`src/rtl/wb_pkg.sv`:
```
// Shared encodings for the write-back stage: write-data sources, load funct3 codes, FSM states.
package wb_pkg;

    typedef enum logic [1:0] {
        SRC_ALU = 2'd0,
        SRC_MEM = 2'd1,
        SRC_CSR = 2'd2,
        SRC_PC4 = 2'd3
    } wb_src_e;

    localparam logic [2:0] F3_LB  = 3'd0;
    localparam logic [2:0] F3_LH  = 3'd1;
    localparam logic [2:0] F3_LW  = 3'd2;
    localparam logic [2:0] F3_LD  = 3'd3;
    localparam logic [2:0] F3_LBU = 3'd4;
    localparam logic [2:0] F3_LHU = 3'd5;
    localparam logic [2:0] F3_LWU = 3'd6;

    typedef enum logic [1:0] {
        IDLE     = 2'd0,
        WAIT_MEM = 2'd1,
        COMMIT   = 2'd2
    } wb_state_e;

endpackage

```
`src/rtl/writeback_stage_load_extender.sv`:
```
// Combinational load aligner: shifts the raw memory word by the byte offset, then
// sign- or zero-extends the selected byte/half/word to the full datapath width.
module load_extender
    import wb_pkg::*;
#(
    parameter int DataWidth = 32,
    parameter int OffW      = $clog2(DataWidth / 8)
) (
    input  logic [DataWidth-1:0] data,
    input  logic [2:0]           funct3,
    input  logic [OffW-1:0]      offset,
    output logic [DataWidth-1:0] extended
);

    logic [OffW-1:0]      off_eff;
    logic [DataWidth-1:0] shifted;
    logic signed [7:0]    byte_s;
    logic signed [15:0]   half_s;
    logic signed [31:0]   word_s;

    always_comb begin
        // Halfword/word accesses are naturally aligned, so the low offset bits are dropped.
        off_eff = offset;
        unique case (funct3)
            F3_LH, F3_LHU: off_eff = offset & ~OffW'(1);
            F3_LW, F3_LWU: off_eff = offset & ~OffW'(3);
            F3_LB, F3_LBU: off_eff = offset;
            default:       off_eff = '0;
        endcase

        shifted = data >> {off_eff, 3'b000};
        byte_s  = shifted[7:0];
        half_s  = shifted[15:0];
        word_s  = shifted[31:0];

        unique case (funct3)
            F3_LB:   extended = DataWidth'(byte_s);
            F3_LBU:  extended = DataWidth'(shifted[7:0]);
            F3_LH:   extended = DataWidth'(half_s);
            F3_LHU:  extended = DataWidth'(shifted[15:0]);
            F3_LW:   extended = DataWidth'(word_s);
            F3_LWU:  extended = DataWidth'(shifted[31:0]);
            default: extended = data;
        endcase
    end

endmodule

```
`src/rtl/writeback_stage.sv`:
```
// Write-back stage: holds one retiring instruction, waits for its load data if needed,
// and drives the register-file write port, EX bypass, load-pending flag and retire counter.
module writeback_stage
    import wb_pkg::*;
#(
    parameter int DataWidth    = 32,
    parameter int AddrWidth    = 32,
    parameter int RegAddrWidth = 5,
    parameter int CountWidth   = 32,
    parameter int OffW         = $clog2(DataWidth / 8)
) (
    input  logic                    clock,
    input  logic                    reset,
    input  logic                    in_valid,
    output logic                    in_ready,
    input  logic [AddrWidth-1:0]    in_instruction_address,
    input  logic [DataWidth-1:0]    in_alu_result,
    input  logic [DataWidth-1:0]    in_csr_read_data,
    input  logic [1:0]              in_regs_write_source,
    input  logic                    in_reg_write_enable,
    input  logic [RegAddrWidth-1:0] in_reg_write_address,
    input  logic [2:0]              in_load_funct3,
    input  logic [OffW-1:0]         in_load_byte_offset,
    input  logic                    mem_rsp_valid,
    input  logic [DataWidth-1:0]    mem_rsp_data,
    input  logic                    flush,
    output logic                    reg_write_enable,
    output logic [RegAddrWidth-1:0] reg_write_address,
    output logic [DataWidth-1:0]    regs_write_data,
    output logic                    fwd_valid,
    output logic [RegAddrWidth-1:0] fwd_address,
    output logic [DataWidth-1:0]    fwd_data,
    output logic                    load_pending,
    output logic [CountWidth-1:0]   retire_count
);

    wb_state_e             state_p0;
    wb_state_e             state_next;
    logic                  accept;
    logic                  accept_is_load;
    logic                  load_done;
    logic [AddrWidth-1:0]  pc_plus4;
    logic [DataWidth-1:0]  pc_plus4_ext;
    logic [DataWidth-1:0]  sel_data;
    logic [DataWidth-1:0]  ext_data;

    logic [2:0]              held_funct3_p0;
    logic [OffW-1:0]         held_offset_p0;
    logic [RegAddrWidth-1:0] held_rd_p0;
    logic                    held_en_p0;

    assign in_ready       = (state_p0 == IDLE || state_p0 == COMMIT) && !flush && !reset;
    assign accept         = in_valid && in_ready;
    assign accept_is_load = wb_src_e'(in_regs_write_source) == SRC_MEM;
    assign load_done      = (state_p0 == WAIT_MEM) && mem_rsp_valid && !flush;

    always_ff @(posedge clock or posedge reset) begin
        if (reset) state_p0 <= IDLE;
        else       state_p0 <= state_next;
    end

    always_comb begin
        state_next = state_p0;
        unique case (state_p0)
            IDLE, COMMIT: begin
                state_next = IDLE;
                if (accept) state_next = accept_is_load ? WAIT_MEM : COMMIT;
            end
            WAIT_MEM: begin
                if (flush)              state_next = IDLE;
                else if (mem_rsp_valid) state_next = COMMIT;
            end
            default: state_next = IDLE;
        endcase
    end

    assign pc_plus4     = in_instruction_address + AddrWidth'(4);
    assign pc_plus4_ext = DataWidth'(pc_plus4);

    always_comb begin
        sel_data = '0;
        unique case (wb_src_e'(in_regs_write_source))
            SRC_ALU: sel_data = in_alu_result;
            SRC_CSR: sel_data = in_csr_read_data;
            SRC_PC4: sel_data = pc_plus4_ext;
            default: sel_data = '0;
        endcase
    end

    load_extender #(
        .DataWidth (DataWidth),
        .OffW      (OffW)
    ) u_load_extender (
        .data     (mem_rsp_data),
        .funct3   (held_funct3_p0),
        .offset   (held_offset_p0),
        .extended (ext_data)
    );

    // Stage boundary p0: fields of the accepted instruction, needed only while a load is outstanding.
    always_ff @(posedge clock) begin
        if (accept) begin
            held_funct3_p0 <= in_load_funct3;
            held_offset_p0 <= in_load_byte_offset;
            held_rd_p0     <= in_reg_write_address;
            held_en_p0     <= in_reg_write_enable;
        end
    end

    // Output registers are loaded on the edge that enters COMMIT, so the strobe is visible
    // for exactly the one COMMIT cycle and the counter already includes that instruction.
    always_ff @(posedge clock or posedge reset) begin
        if (reset) begin
            reg_write_enable  <= 1'b0;
            reg_write_address <= '0;
            regs_write_data   <= '0;
            load_pending      <= 1'b0;
            retire_count      <= '0;
        end else begin
            reg_write_enable <= 1'b0;
            load_pending     <= (state_next == WAIT_MEM);
            if (accept) begin
                reg_write_address <= in_reg_write_address;
                if (!accept_is_load) begin
                    reg_write_enable <= in_reg_write_enable && (in_reg_write_address != '0);
                    regs_write_data  <= sel_data;
                    retire_count     <= retire_count + CountWidth'(1);
                end
            end else if (load_done) begin
                reg_write_enable <= held_en_p0 && (held_rd_p0 != '0);
                regs_write_data  <= ext_data;
                retire_count     <= retire_count + CountWidth'(1);
            end
        end
    end

    assign fwd_valid   = reg_write_enable;
    assign fwd_address = reg_write_address;
    assign fwd_data    = regs_write_data;

endmodule

```
`config.mk`:
```
export PLATFORM = sky130hd
export DESIGN_NAME = writeback_stage
export DESIGN_NICKNAME = d
export VERILOG_FILES = /design/src/rtl/wb_pkg.sv /design/src/rtl/writeback_stage_load_extender.sv /design/src/rtl/writeback_stage.sv
export SDC_FILE = /design/constraint.sdc
export NUM_CORES = 1
export LEC_CHECK = 0
export ABC_CLOCK_PERIOD_IN_PS = 2720
export CORE_MARGIN = 4
export CORE_UTILIZATION = 42
export DETAILED_ROUTE_END_ITERATION = 10
export HOLD_SLACK_MARGIN = 0.1
export PLACE_DENSITY = 0.82
export SYNTH_ARGS = -nofsm -noshare
export SYNTH_HDL_FRONTEND = slang
export SYNTH_SLANG_ARGS = --single-unit
export TNS_END_PERCENT = 1
```
`constraint.sdc`:
```
create_clock -name clock -period 2.72 [get_ports clock]
set_clock_uncertainty 0.2 [all_clocks]
set_input_delay 0.272 -clock clock [delete_from_list [all_inputs] [get_ports clock]]
set_output_delay 0.272 -clock clock [all_outputs]
set_load 0.02 [all_outputs]
```
# After elaboration in Yosys (flattened, before gate mapping)
# Index checks and enable logic that the tools add are counted.
# classes
add_sub_neg	2
n_mux	17
n_eq_ne	12
n_reduce_logical	21
n_shift	1
# op_table
cell	count
32-bit 2-to-1 mux	6
32-bit case mux with 5 select lines	1
32-bit case mux with 3 select lines	1
32-bit by 1-bit adder with 32-bit output, second input constant	1
32-bit by 3-bit adder with 32-bit output, second input constant	1
32-bit by 5-bit >> shifter with 32-bit output	1
5-bit nonzero test	2
3-bit equality test, second input constant	3
2-bit 2-to-1 mux	4
2-bit case mux with 2 select lines	2
2-bit OR reduction	4
1-bit logical AND	7
2-bit by 1-bit equality test with 1-bit output, second input constant	3
2-bit equality test, second input constant	3
2-bit logical NOT	2
3-bit by 1-bit equality test with 1-bit output, second input constant	1
3-bit by 2-bit equality test with 1-bit output, second input constant	1
3-bit logical NOT	1
1-bit 2-to-1 mux	3
1-bit logical NOT	2
2-bit != test, second input constant	1
2-bit AND reduction	1
2-bit nonzero test	1
1-bit logical OR	1
# word_totals
input_bits	146
out_inout_bits	110
word_cells	63
reg_bits	84

# Depth between registers and ports, before layout
# depth
ltp_word	8
ltp_mapped	8
ltp_nobuf	7

# By module
# Synthesis repeated with hierarchy kept, for this count alone.
# unflattened
hier_cells	627
hier_area_um2	5763.0
# by_module_without_submodules
mod	cells_each	area_per_inst_um2	seq_area_each_um2	instances
writeback_stage	540	5068.6	2157.1	1
load_extender	87	694.4	0.0	1

# Least setup slack after synthesis
# Ideal clock, no wire load.
# synth_path
kind	reg2reg
startpoint	register state_p0[0]
endpoint	register retire_count[22]
arrival_time_ns	2.255
path_slack_ns	0.135
path_stages_with_launch	9
required_ns	2.390
synth_period_minus_slack_ns	2.585
setup_time_ns	0.130
n_path_buf	1
cell_sequence	dfrtp_1 > nor3_2 > nand2_2 > inv_2 > a21oi_1 > or3_1 > buf_6 > or3_4 > xnor2_2
# synth_via
elab_chain_len	7
word_cells_on_any_way	13
classes_between	eq/ne: 3; mux: 1; reduce/logical: 9
# synth_rtl
element	line_no	text
start, declared	writeback_stage.sv:37	wb_state_e state_p0;
start signal, assigned	writeback_stage.sv:59	else state_p0 <= state_next;
2-bit equality test or 2-bit logical NOT (tied branches)	writeback_stage.sv:52	assign in_ready = (state_p0 == IDLE || state_p0 == COMMIT) && !flush && !reset;
1-bit logical OR *	writeback_stage.sv:52	
1-bit logical AND * (2 in series)	writeback_stage.sv:52	
named net in_ready	writeback_stage.sv:15	output logic in_ready,
1-bit logical AND *	writeback_stage.sv:53	assign accept = in_valid && in_ready;
2-bit != test (no line) or 2-bit nonzero test (tied branches)	n/a	
2-bit AND reduction (no line)	n/a	
end signal, assigned	writeback_stage.sv:127	retire_count <= retire_count + CountWidth'(1);
end signal, assigned	writeback_stage.sv:132	retire_count <= retire_count + CountWidth'(1);
end, declared	writeback_stage.sv:34	output logic [CountWidth-1:0] retire_count
# The timed path passes the listed nets; every way through them passes the cells marked *.
# A chain may end at the register's enable or synchronous reset.

# Worst setup path in the final report
# layout_path
startpoint	register retire_count[3]
endpoint	register retire_count[22]
# layout_via
elab_chain_len	3
word_cells_on_any_way	4
classes_between	add/sub: 1; mux: 3
# layout_rtl
element	line_no	text
32-bit by 1-bit adder with 32-bit output *	writeback_stage.sv:127, writeback_stage.sv:132	
32-bit 2-to-1 mux, on equally long branches	writeback_stage.sv:129, writeback_stage.sv:124	
32-bit 2-to-1 mux *	writeback_stage.sv:122	if (accept) begin
# Every way passes the cells marked *; elsewhere a longest branch is shown, timed or not. The select of a mux whose other input is x is not followed.

==> results.py <==
metrics = {
    "outcome": {
        "status": "finished clean",
    },
    "power": {
        "p_seq_share_pct": 36.1,
        "p_sw_mw": 1.51,
        "switching_share_pct": 33.3,
        "irDropWorstVdd_mv": 0.376,
        "internal_power_mw": 3.02,
        "p_comb_share_pct": 36.5,
        "clockPowerShare_pct": 27.4,
        "fin_total_pwr_mw": 4.53,
        "leakage_nw": 3.25,
        "p_per_area_nw_per_um2": 538,
    },
    "critical_path": {
        "path_delay_family": "simple AND/OR/NAND/NOR gates",
        "worst_ep_required_time_ns": 2.74,
        "path_class": "reg2reg",
        "cp_cell_sequence": "nand4_2 -> or4_4 -> or3_1 -> or3_4 -> xnor2_2",
        "cpPeakStageDelay_ns": 0.56,
        "worstPathMaxFanout": 6,
        "r2r-start": "retire_count[3]$_DFFE_PP0P_",
        "regToRegSetupSlack_ns": 0.30,
        "worst_r2r_path_depth": 5,
        "r2r_end": "retire_count[22]$_DFFE_PP0P_",
        "cp.arrival_ns": 2.44,
        "end_kind": "flop",
        "crit_buf_inv": 0,
        "crit_slowest_cell": "or4_4",
        "start_kind": "flop",
    },
    "place": {
        "portBuffers": 255,
        "post_dp_cell_area_um2": 8110,
        "dp.cells": 959,
        "hpwl_um": 16600,
        "place.gp.congestion": 0.897,
    },
    "logic_synthesis": {
        "yosys_warnings": 0,
        "synth_ff_type": "dfrtp_1",
        "synth_adder_area_share_pct": 0.457,
        "syn_inst": 567,
        "synth_most_common_cell": "dfrtp_1",
        "synth_compound_area_share_pct": 14.1,
        "syn-mean-instance-area_um2": 9.65,
        "netlist_area_um2": 5470,
        "synthTopCellsByCount": "dfrtp_1, nand2_1, buf_4, xnor2_1, nand3_1",
        "synth_mux_area_share_pct": 9.53,
        "synth_top_family_by_area": "simple AND/OR/NAND/NOR gates",
        "synth_edf_count": 11,
        "yosysTopAreaCell": "dfrtp_1",
        "synth-seq-area-share_pct": 39.4,
        "synth_seq_cells": 84,
        "ys_async_sr_fraction_pct": 86.9,
        "synthSimpleGateAreaFrac_pct": 18.4,
        "ys_types": 59,
        "synth_top_area_share_pct": 33.4,
        "synth_xor_area_share_pct": 9.26,
        "syn_nets": 715,
        "yosys-top-cells-area": "dfrtp_1, xnor2_1, edfxtp_1",
    },
    "timing": {
        "max_clock_freq_ghz": 0.413,
        "slew_headroom_pct": 61.7,
        "layout_min_cycle_time_ns": 2.42,
        "hold_viol_final": 0,
        "fin_crit_sh_pct": 88.9,
        "fin_tns_setup_ns": 0,
        "setup_viol": 0,
        "tightest_slew_ns": 0.573,
        "rsz0062_at_grt": "false",
        "report.final.slew_viol_count": 0,
    },
    "floorplan": {
        "core-area_um2": 12700,
        "num_io_pins": 256,
        "start_util_pct": 43.2,
        "die_y_um": 122,
        "die_area_um2": 14900,
        "die_x_um": 122,
        "fp-row-count": 41,
    },
    "layout": {
        "area_growth_pct": 53.7,
        "nNetsFinal": 946,
        "fillers": 1038,
        "final_util_pct": 66.4,
        "drive_above_1_share_pct": 11.7,
        "finish.cell_count_without_fillers": 975,
        "multi_input_area_um2": 2860,
        "num_antenna_cells": 0,
        "design_area_um2": 8410,
        "regArea_um2": 2160,
    },
    "global_routing": {
        "antenna_found_initial": 0,
        "grt_pass1_vias": 5903,
        "grt_usage_pct": 27.8,
        "grt-ovfl-total": 0,
        "grt_pass1_wl_um": 31900,
        "grt_max_degree": 36,
    },
    "clock_tree": {
        "cts_sinks": 84,
        "clk-insertion-delay-late_ns": 0.34,
        "cts_root_buf": "clkbuf_16",
        "cts_tree": "done",
        "ctsLongestPathBuffers": 2,
        "cts_inserted_buffers": 9,
        "htree_levels": 3,
        "holdBufCountCts": 0,
        "path_clk_slew_ns": 0.06,
    },
    "routing": {
        "dr_total_vias": 5641,
        "routed_wl_um": 20600,
        "drt_iter0_drc": 497,
        "route.detailed.drc": 0,
        "detail-route-antenna-nets": 0,
        "vias_per_cell": 5.79,
        "drt_pass1_iterations": 5,
        "avgRoutedWirePerCell_um": 21.1,
    },
    "run": {
        "cap_violations": 0,
    },
    "hold_path": {
        "hp-class": "in2async",
    },
}
[worst reg2reg max path, delay by kind of cell, from the launching register on]
| family | cells | cell delay, ns |
|---|---|---|
| and+or+nand+nor | 4 | 1.50 |
| DFF | 1 | 0.48 |
| xor gates and xnor gates | 1 | 0.13 |
[per-layer routing]
| metal | part of all wire, % | global-route usage, % |
|---|---|---|
| met2 | 50 | 47.6 |
| met5 | 0 | 0 |
| met4 | 2.5 | 9.24 |
| met1 | 38 | 34.5 |
| met3 | 8.8 | 6.59 |
[state kept, by name, indices dropped and copies added (netlist names)]
name,count
held_en_p0,1
state_p0,2
held_rd_p0,5
fwd_valid,1
fwd_data,32
held_funct3_p0,3
held_offset_p0,2
retire_count,32
load_pending,1
fwd_address,5
[how the worst max path moves through the flow]
stage | slack, ns | cells after the start | end | start
final | 0.30 | 5 | retire_count[22]$_DFFE_PP0P_ | retire_count[3]$_DFFE_PP0P_
after global routing | 0.18 | 6 | retire_count[28]$_DFFE_PP0P_ | retire_count[3]$_DFFE_PP0P_
after CTS | 0.17 | 5 | fwd_data[23]$_DFFE_PP0P_ | held_funct3_p0[1]$_DFFE_PN_
after detailed placement | 0.1 | 8 | retire_count[22]$_DFFE_PP0P_ | flush
after global placement | 0.16 | 8 | retire_count[22]$_DFFE_PP0P_ | flush
after floorplan | 0.13 | 8 | retire_count[22]$_DFFE_PP0P_ | state_p0[0]$_DFF_PP0_
[power groups by stage]
stage	registers, mW	logic (mW)	clock network, mW
finish	1.63	1.65	1.24
global route	1.66	1.75	1.31
CTS	1.63	1.67	1.26
detailed placement	1.65	1.66	0
global placement	1.65	1.64	0
floorplan	1.78	0.688	0
[repair_timing]
| item | in CTS | in global routing |
|---|---|---|
| endpoints found under the setup margin | 0 | 10 |
| gates resized for setup | 0 | 1 |
| setup buffers | 0 | 0 |
[metrics by stage]
step,setup WS (ns),hold WS [ns]
floorplan,0.135,0.171
global placement,0.158,0.260
detailed placement,0.0967,0.262
CTS,0.168,0.171
global route,0.185,0.202
finish,0.301,0.163
[cells in the final DEF, fill, tap and decap left out, drive strengths merged, types with 17 or more instances in the layout]
master,instances
nand3,30
dfrtp,73
nand2,62
nor3,22
buf,34
xor2,17
xnor2,40
clkdlybuf4s50,254
inv,20
nor2,28
o211ai,18
mux2,19
[final cells by class]
type,instances,area share [%]
Timing Repair Buffer,288,33.4
Clock buffer,9,2.68
Multi-Input combinational cell,396,34.0
Clock inverter,7,0.893
Sequential cell,84,25.6
Tap cell,172,2.56
Inverter,19,0.863
[cell families after synthesis]
| family | Yosys count |
|---|---|
| DFF | 84 |
| buffers and inverters | 87 |
| muxes | 36 |
| adders and majority gates | 2 |
| AOI/OAI and AO/OA | 104 |
| and+or+nand+nor | 197 |
| xor gates and xnor gates | 57 |
Power figures use the tool's default switching activity.
